--- config.mk ---
export PLATFORM = sky130hd
export DESIGN_NAME = fabric_in_buf
export DESIGN_NICKNAME = d
export VERILOG_FILES = /design/src/rtl/fabric_in_buf_pkg.sv /design/src/rtl/fabric_in_buf_fifo.sv /design/src/rtl/fabric_in_buf.sv
export SDC_FILE = /design/constraint.sdc
export NUM_CORES = 1
export LEC_CHECK = 0
export ABC_CLOCK_PERIOD_IN_PS = 4000
export BUFFER_PORTS_ARGS = -buffer_cell sky130_fd_sc_hd__buf_2
export CAP_MARGIN = 40
export CORE_ASPECT_RATIO = 1.2
export CORE_MARGIN = 1.5
export CORE_UTILIZATION = 45
export CTS_CLUSTER_SIZE = 16
export DETAILED_ROUTE_END_ITERATION = 16
export MAX_ROUTING_LAYER = met4
export PLACE_DENSITY = 0.74
export SYNTH_ARGS = -nofsm -noshare
export SYNTH_HDL_FRONTEND = slang
export SYNTH_SLANG_ARGS = --single-unit
--- constraint.sdc ---
create_clock -name clk -period 4 [get_ports clk]
set_input_delay 0.2 -clock clk [delete_from_list [all_inputs] [get_ports clk]]
set_output_delay 0.2 -clock clk [all_outputs]
set_load 0.03 [all_outputs]
--- src/rtl/fabric_in_buf_pkg.sv ---
// Shared types and helpers for the fabric input buffer.
//   t_tile_id    : {col[3:0], row[3:0]} tile coordinate
//   t_tile_trans : fabric transaction (address carries the target tile id)
//   t_fab_ready  : per-direction ready vector returned upstream
//   t_cardinal   : output direction encoding (NORTH..LOCAL)
//   xy_next_hop  : column-first XY routing decision
package fabric_in_buf_pkg;

   localparam int unsigned NUM_DIR     = 5;
   localparam int unsigned TILE_ID_MSB = 31;
   localparam int unsigned TILE_ID_LSB = 24;

   typedef struct packed {
      logic [3:0] col;
      logic [3:0] row;
   } t_tile_id;

   typedef struct packed {
      logic [31:0] address;
      logic [31:0] data;
      logic        we;
   } t_tile_trans;

   typedef logic [NUM_DIR-1:0] t_fab_ready;

   typedef enum logic [2:0] {
      NORTH = 3'd0,
      EAST  = 3'd1,
      SOUTH = 3'd2,
      WEST  = 3'd3,
      LOCAL = 3'd4
   } t_cardinal;

   // Column is resolved first; rows grow downward, so a larger target row
   // lies to the SOUTH.
   function automatic t_cardinal xy_next_hop(input t_tile_id local_id,
                                             input t_tile_id target);
      t_cardinal dir;
      if (target.col > local_id.col)
         dir = EAST;
      else if (target.col < local_id.col)
         dir = WEST;
      else if (target.row > local_id.row)
         dir = SOUTH;
      else if (target.row < local_id.row)
         dir = NORTH;
      else
         dir = LOCAL;
      return dir;
   endfunction

endpackage

--- src/rtl/fabric_in_buf_fifo.sv ---
// fabric_fifo: single-direction transaction FIFO.
//   clk, rst   : clock, asynchronous active-high reset
//   push       : write data_in (ignored when full)
//   pop        : advance head (ignored when empty)
//   data_in    : transaction to store
//   data_out   : head transaction (valid when !empty)
//   full/empty : occupancy flags
//   count      : number of stored entries, 0..DEPTH
module fabric_fifo
   import fabric_in_buf_pkg::*;
#(
   parameter int unsigned DEPTH = 4
) (
   input  logic                     clk,
   input  logic                     rst,
   input  logic                     push,
   input  logic                     pop,
   input  t_tile_trans              data_in,
   output t_tile_trans              data_out,
   output logic                     full,
   output logic                     empty,
   output logic [$clog2(DEPTH):0]   count
);

   localparam int unsigned PTR_W = $clog2(DEPTH);
   localparam int unsigned CNT_W = PTR_W + 1;

   t_tile_trans        mem [DEPTH];
   logic [PTR_W-1:0]   wr_ptr;
   logic [PTR_W-1:0]   rd_ptr;
   logic               do_push;
   logic               do_pop;

   assign full    = (count == CNT_W'(DEPTH));
   assign empty   = (count == '0);
   assign do_push = push && !full;
   assign do_pop  = pop && !empty;

   // Pointers are exactly log2(DEPTH) wide, so they wrap on their own.
   always_ff @(posedge clk or posedge rst) begin
      if (rst) begin
         wr_ptr <= '0;
         rd_ptr <= '0;
         count  <= '0;
      end else begin
         if (do_push)
            wr_ptr <= wr_ptr + 1'b1;
         if (do_pop)
            rd_ptr <= rd_ptr + 1'b1;
         case ({do_push, do_pop})
            2'b10:   count <= count + 1'b1;
            2'b01:   count <= count - 1'b1;
            default: count <= count;
         endcase
      end
   end

   // Storage carries no reset; contents are don't-care while empty.
   always_ff @(posedge clk) begin
      if (do_push)
         mem[wr_ptr] <= data_in;
   end

   assign data_out = mem[rd_ptr];

endmodule

--- src/rtl/fabric_in_buf.sv ---
// fabric_in_buf: per-input-port buffer of a tile. Routes each arriving
// transaction by XY next hop into one of NUM_DIR direction FIFOs.
//   clk, rst       : clock, asynchronous active-high reset
//   local_tile_id  : this tile's {col,row}, static after reset
//   in_req_valid   : upstream request valid
//   in_req         : upstream transaction
//   in_ready       : bit d = FIFO d can accept (from registered count only)
//   out_req_valid  : bit d = FIFO d non-empty
//   out_req        : head transaction of FIFO d
//   out_pop        : arbiter consumes head of FIFO d
//   overflow_err   : sticky, set after a push into a full FIFO
module fabric_in_buf
   import fabric_in_buf_pkg::*;
#(
   parameter int unsigned DEPTH = 4
) (
   input  logic                              clk,
   input  logic                              rst,
   input  t_tile_id                          local_tile_id,
   input  logic                              in_req_valid,
   input  t_tile_trans                       in_req,
   output t_fab_ready                        in_ready,
   output logic        [NUM_DIR-1:0]         out_req_valid,
   output t_tile_trans [NUM_DIR-1:0]         out_req,
   input  logic        [NUM_DIR-1:0]         out_pop,
   output logic                              overflow_err
);

   localparam int unsigned CNT_W = $clog2(DEPTH) + 1;

   t_cardinal              route;
   logic [NUM_DIR-1:0]     push;
   logic [NUM_DIR-1:0]     full;
   logic [NUM_DIR-1:0]     empty;
   logic [CNT_W-1:0]       count [NUM_DIR];
   logic                   violation;

   assign route = xy_next_hop(local_tile_id,
                              t_tile_id'(in_req.address[TILE_ID_MSB:TILE_ID_LSB]));

   // A push to a full FIFO is offered but rejected inside the FIFO, so the
   // transaction is dropped and that FIFO's state is untouched.
   assign violation = in_req_valid && full[route];

   genvar d;
   generate
      for (d = 0; d < NUM_DIR; d++) begin : g_dir
         assign push[d] = in_req_valid && (route == t_cardinal'(d));

         fabric_fifo #(
            .DEPTH (DEPTH)
         ) u_fifo (
            .clk      (clk),
            .rst      (rst),
            .push     (push[d]),
            .pop      (out_pop[d]),
            .data_in  (in_req),
            .data_out (out_req[d]),
            .full     (full[d]),
            .empty    (empty[d]),
            .count    (count[d])
         );

         assign in_ready[d]      = (count[d] != CNT_W'(DEPTH));
         assign out_req_valid[d] = !empty[d];
      end
   endgenerate

   always_ff @(posedge clk or posedge rst) begin
      if (rst)
         overflow_err <= 1'b0;
      else if (violation)
         overflow_err <= 1'b1;
   end

endmodule
Word level (Yosys, flattened, before mapping)
Memories as Yosys holds them, arrays and structs flattened.
Index checks and enable logic that the tools add are counted.
- add/sub/neg operators: 20
- order comparisons: 5
- equality and inequality tests: 24
- muxes and demuxes: 21
- reductions and logical operators: 37
- operators by type and width (cell ; count):
    3-bit one-hot mux with 2 select lines ; 5
    2-bit by 1-bit adder with 2-bit output (second input constant) ; 10
    3-bit equality test (second input constant) ; 6
    3-bit logical NOT ; 6
    1-bit logical AND ; 16
    3-bit by 1-bit adder with 3-bit output (second input constant) ; 5
    3-bit != test (second input constant) ; 5
    3-bit by 1-bit subtractor with 3-bit output (second input constant) ; 5
    3-bit 2-to-1 mux ; 4
    1-bit 2-to-1 mux ; 11
    2-bit by 1-bit equality test with 1-bit output (second input constant) ; 5
    2-bit equality test (second input constant) ; 5
    1-bit logical NOT ; 10
    2-bit nonzero test ; 5
    4-bit > comparator ; 2
    4-bit < comparator ; 2
    3-bit by 2-bit equality test with 1-bit output (second input constant) ; 2
    3-bit by 4-bit < comparator with 1-bit output (second input constant) ; 1
    1-bit binary-select mux with 3-bit select ; 1
    3-bit by 1-bit equality test with 1-bit output (second input constant) ; 1
- register bits: 36
- bits in writable memories: 1300
- output and inout port bits: 336
- word-level logic and storage cells: 128
- memories kept: 5
- memory list (name ; words ; width ; read ports ; clocked after memory_dff ; wr ports ; RTL line ; RTL):
    g_dir[0].u_fifo.mem ; 4 ; 65 ; 1 ; 0 ; 1 ; fabric_in_buf_fifo.sv:28 ; t_tile_trans mem [DEPTH];
    g_dir[1].u_fifo.mem ; 4 ; 65 ; 1 ; 0 ; 1 ; fabric_in_buf_fifo.sv:28 ;
    g_dir[2].u_fifo.mem ; 4 ; 65 ; 1 ; 0 ; 1 ; fabric_in_buf_fifo.sv:28 ;
    g_dir[3].u_fifo.mem ; 4 ; 65 ; 1 ; 0 ; 1 ; fabric_in_buf_fifo.sv:28 ;
    g_dir[4].u_fifo.mem ; 4 ; 65 ; 1 ; 0 ; 1 ; fabric_in_buf_fifo.sv:28 ;

Depth between registers and ports, before layout
- word-level depth: 10
- depth in mapped cells: 14

Modules after synthesis
Synthesis repeated with hierarchy kept, for this count alone.
- cells, all modules: 1951
- area, all modules: 49603.8 um^2
- by module, submodules not included (module ; instances ; cells each ; area an instance (um^2) ; sequential area each (um^2)):
    fabric_fifo ; 5 ; 378 ; 9835.7 ; 7982.7
    fabric_in_buf ; 1 ; 61 ; 425.4 ; 25.0

Least setup slack after synthesis
No wires, ideal clock.
- path kind: input to register
- start point: input port local_tile_id[5] (netlist name)
- end point: memory g_dir[2].u_fifo.mem[0][0] (netlist name), enable pin
- library setup time: 0.489 ns
- arrival time: 3.993 ns
- data required time: 3.511 ns
- setup slack: -0.481 ns
- cell stages on the path: 7
- path buffers: 0
- cell sequence: inv_1 -> ha_1 -> nor2b_2 -> o211ai_2 -> a211oi_2 -> nand4_2 -> nor2_1
- longest elaborated chain between the ends: 8
- elaborated cells on any way between the ends: 9
- classes of those cells: 2 x order compare; 1 x eq/ne; 4 x mux; 2 x reduce/logical
- ends and longest elaborated chain (item ; RTL line ; RTL):
    start: declaration ; fabric_in_buf.sv:19 ; input t_tile_id local_tile_id,
    4-bit < comparator ; fabric_in_buf_pkg.sv:41 ; else if (target.col < local_id.col)
    3-bit 2-to-1 mux ; fabric_in_buf_pkg.sv:41 ;
    3-bit 2-to-1 mux * ; fabric_in_buf_pkg.sv:39 ; if (target.col > local_id.col)
    3-bit by 2-bit equality test with 1-bit output * ; fabric_in_buf.sv:48 ; assign push[d] = in_req_valid && (route == t_cardinal'(d));
    1-bit logical AND * ; fabric_in_buf.sv:48 ;
    1-bit logical AND * ; fabric_in_buf_fifo.sv:36 ; assign do_push = push && !full;
    1-bit 2-to-1 mux * ; fabric_in_buf_fifo.sv:60 ; if (do_push)
    1-bit 2-to-1 mux (implied by the code) * ; fabric_in_buf_fifo.sv:61 ; mem[wr_ptr] <= data_in;
    end: declaration ; fabric_in_buf_fifo.sv:28 ;
Mark *: on every way between the ends. The rest lies on a longest branch, timed or not.

==> summary.txt <==
Setup path
  • Crit path largest cell delay: roughly 0.99 ns
  • Reg2Reg Setup Slack: ~1.6 ns
  • CP required: approximately 3.8 ns
  • Slowest CP cell: dfrtp_4
  • Crit path max fanout: 33
  • Kind of critical path: reg -> out
  • RR Endpoint: g_dir[1].u_fifo.mem[0][39]$_DFFE_PP_
  • CP endpoint kind: output port
  • Launch point of the worst reg-to-reg path: g_dir[1].u_fifo.count[0]$_DFFE_PP0P_
  • Cells along the critical path: buf_4 -> mux4_2 -> buf_2
  • CP Launch Type: flip-flop
  • Critical path arrival: 2.98 ns
  • Reg2reg path depth: 5

Synth
  • Ys async rst share: under 10%
  • Distinct cells, synth: 35
  • Post-Syn Nets: 2050
  • Yosys top cell area share: about four fifths
  • FF+latch count, synth: ~1300
  • Area contributors post-synth: edfxtp_1 79%, mux4_2 15%, dfrtp_1 1.8%
  • Most instantiated cells after synthesis: 1300 x edfxtp_1, 325 x mux4_2, 43 x inv_1
  • Synthesized area: 49100 sq um
  • Yosys top cell by area: edfxtp_1
  • Synthesis warning total: 0
  • Most frequent cell after synthesis: edfxtp_1
  • Synth Area per Inst: about 25 sq um
  • Cells after Synth: around 1900
  • Number of enable flip-flop cells after synthesis: 1300
  • Register area share after synthesis: between 80% and 90%
  • Main flop type after synthesis: edfxtp_1

Route
  • Initial DRC count: 2566
  • Drt pass-1 iters: 5
  • DRC viols: 0
  • DR vias: about 23000
  • Via density per instance: 5.76
  • Routed WL: 123 mm
  • Routed len/inst: around 31 um
  • Final ANT Viol Nets: 0

Global route
  • All-Layer GR Usage: 22.9%
  • First-pass GRT wire length: roughly 170 mm
  • Initial antenna violation count: 9
  • Largest net degree at the start of global routing: 66
  • Gr ovfl total: 0
  • Number of global-route vias before repair: about 24000

Cells and area
  • Area grow syn2layout: 18.0%
  • Area occupied by multi-input gates: about 8700 sq um
  • Layout cells sized above 1: around two fifths
  • Filler instances: between 7000 and 8000
  • Finished Layout Cells: slightly above 4000
  • Sequential Area: between 30000 and 40000 sq um
  • Design Area, Final: approximately 58000 sq um
  • Final nets: ~2600

STA
  • Setup violators final: 0
  • Final hold violations: 0
  • Final WS setup: roughly 0.8 ns
  • Unrepaired setup endpoints after global routing: no
  • Slew HR: around 43%
  • Max Slew Vio Count: 0
  • Worst Clk Skew: 0.0405 ns
  • Tcrit/Tclk final: about four fifths
  • Fmax: 315 MHz
  • Crit path time final: about 3.2 ns
  • Hold_ws: approximately 0.14 ns
  • Least-Margin Pin Slew: around 0.85 ns

Power
  • Power Dens Cells: 729 nW/um^2
  • Leakage: roughly 19 nW
  • Peak VDD IR: roughly 600 uV
  • Total power: ~42 mW

Clocking
  • H-tree Lvls: 3
  • Clock transition at path regs: around 0.06 ns
  • Skew-Pair Late Insertion Delay: approximately 0.74 ns
  • CTS Root Cell: clkbuf_16
  • CTS tree: done
  • Post-CTS setup repair buffer count: 0
  • CTS Sinks: 1336
  • TritonCTS Buffers: 120
  • CTS Buffer Depth: 3

Job
  • Max_cap viols: 0

Floorplan
  • Die area: roughly 110000 sq um
  • # IOs: 417
  • Die Span X: around 300 um
  • Starting Density: approximately 45%
  • FP Rows: about 130
  • Die Height: roughly 360 um
  • Core area: 108000 sq um

Place
  • Detailed placement HPWL: about 77 mm
  • Pre-CTS setup slack: 0.844 ns
  • GP Congestion: 0.807
  • IO Port Bufs: 416
  • Cell Count Post-Placement: roughly 3700
  • Placed cell area: 53400 sq um

Hold path
  • Worst Hold Class: in -> async

Run status
  • Status: finished, final reports clean
[cell families after synthesis]
logic type | count (synthesis) | share of synthesized area (%)
xor+xnor | 30 | 0.535
simple gates | 58 | 0.655
compound gates | 10 | 0.153
buf+inv | 121 | 1.14
mux | 338 | 15.2
flops | 1336 | 81.3
fa+ha+maj | 38 | 1.04
[cells in the final DEF, fill, tap and decap left out, types with 4 or more instances in the layout]
master,instances
clkinv_1,30
inv_1,43
and2_1,5
inv_6,4
buf_2,416
diode_2,6
buf_4,20
dfrtp_4,10
mux4_2,325
dlygate4sd3_1,72
nor2_4,4
and2_4,16
or3_1,5
buf_12,23
fa_1,5
xor2_1,15
bufinv_16,8
mux2_2,4
dfrtp_1,26
xnor2_1,15
clkbuf_16,124
nor2_1,8
clkbuf_1,21
mux2i_1,7
clkbuf_8,5
edfxtp_1,1300
ha_1,33
nand2_1,8
nand3_1,4
clkinv_2,19
a21oi_1,5
[area by class of cell]
class / instances / area share [%]
Tap cell: 1407 / 3.04
Antenna cell: 6 / 0.0259
Inverter: 43 / 0.278
Sequential cell: 1336 / 69.0
Clock inverter: 71 / 1.04
Multi-Input combinational cell: 474 / 15.0
Timing Repair Buffer: 534 / 6.03
Clock buffer: 150 / 5.61
[through the flow]
| stage | TNS [ns] | utilization, % |
|---|---|---|
| 6_report | 0 | 53.7 |
| 5_1_grt | 0 | 53.7 |
| 4_1_cts | 0 | 53.7 |
| 3_5_place_dp | 0 | 49.4 |
| 3_3_place_gp | 0 | 49.3 |
| 2_1_floorplan | -125.11 | - |
[power breakdown]
group / total [mW] / leakage [nW] / switching, mW / internal, mW
Clock: 11.3 / 1.89 / 5.01 / 6.27
Sequential: 17.3 / 12.1 / 1.12 / 16.2
Combinational: 13.7 / 5.16 / 8.82 / 4.84
Total: 42.3 / 19.2 / 14.9 / 27.3
[critical path: cells and delay by family, from the launching register on]
| family | cells | cell delay, ns |
|---|---|---|
| DFF | 1 | 0.99 |
| buffers and inverters | 2 | 0.64 |
| muxes | 1 | 0.60 |
[registers in the layout, indices dropped and copies added, names as in the netlist]
| register | count |
|---|---|
| g_dir.u_fifo.wr_ptr | 10 |
| g_dir.u_fifo.rd_ptr | 10 |
| g_dir.u_fifo.mem | 1300 |
| overflow_err | 1 |
| g_dir.u_fifo.count | 15 |
[worst max path at each step]
stage	start	to	slack [ns]	depth (start not counted)
3_5_place_dp	in_req[61]	g_dir[4].u_fifo.mem[2][49]$_DFFE_PP_	0.84	8
4_1_cts	g_dir[1].u_fifo.rd_ptr[0]$_DFFE_PP0P_	out_req[106]	0.72	3
3_3_place_gp	in_req[61]	g_dir[4].u_fifo.mem[0][49]$_DFFE_PP_	0.98	8
5_1_grt	g_dir[1].u_fifo.rd_ptr[0]$_DFFE_PP0P_	out_req[106]	0.66	3
6_report	g_dir[1].u_fifo.rd_ptr[0]$_DFFE_PP0P_	out_req[106]	0.82	3
2_1_floorplan	local_tile_id[5]	g_dir[2].u_fifo.mem[0][0]$_DFFE_PP_	-0.48	7
[per-layer routing]
metal,vias up,wire length [um],GRT usage [%]
met4,0,3320,7.08
met1,12445,46200,29.7
met2,1213,63000,37.5
li1,9341,-,-
met3,172,10300,3.80
met5,-,0,-
[repair_timing]
action | 4_1_cts | 5_1_grt
setup endpoints to repair | 0 | 0
resized for setup | 0 | 0
hold buffers | 72 | 0
hold endpoints to repair | 1348 | 0
Note: power is estimated with default switching activity, not from simulation.
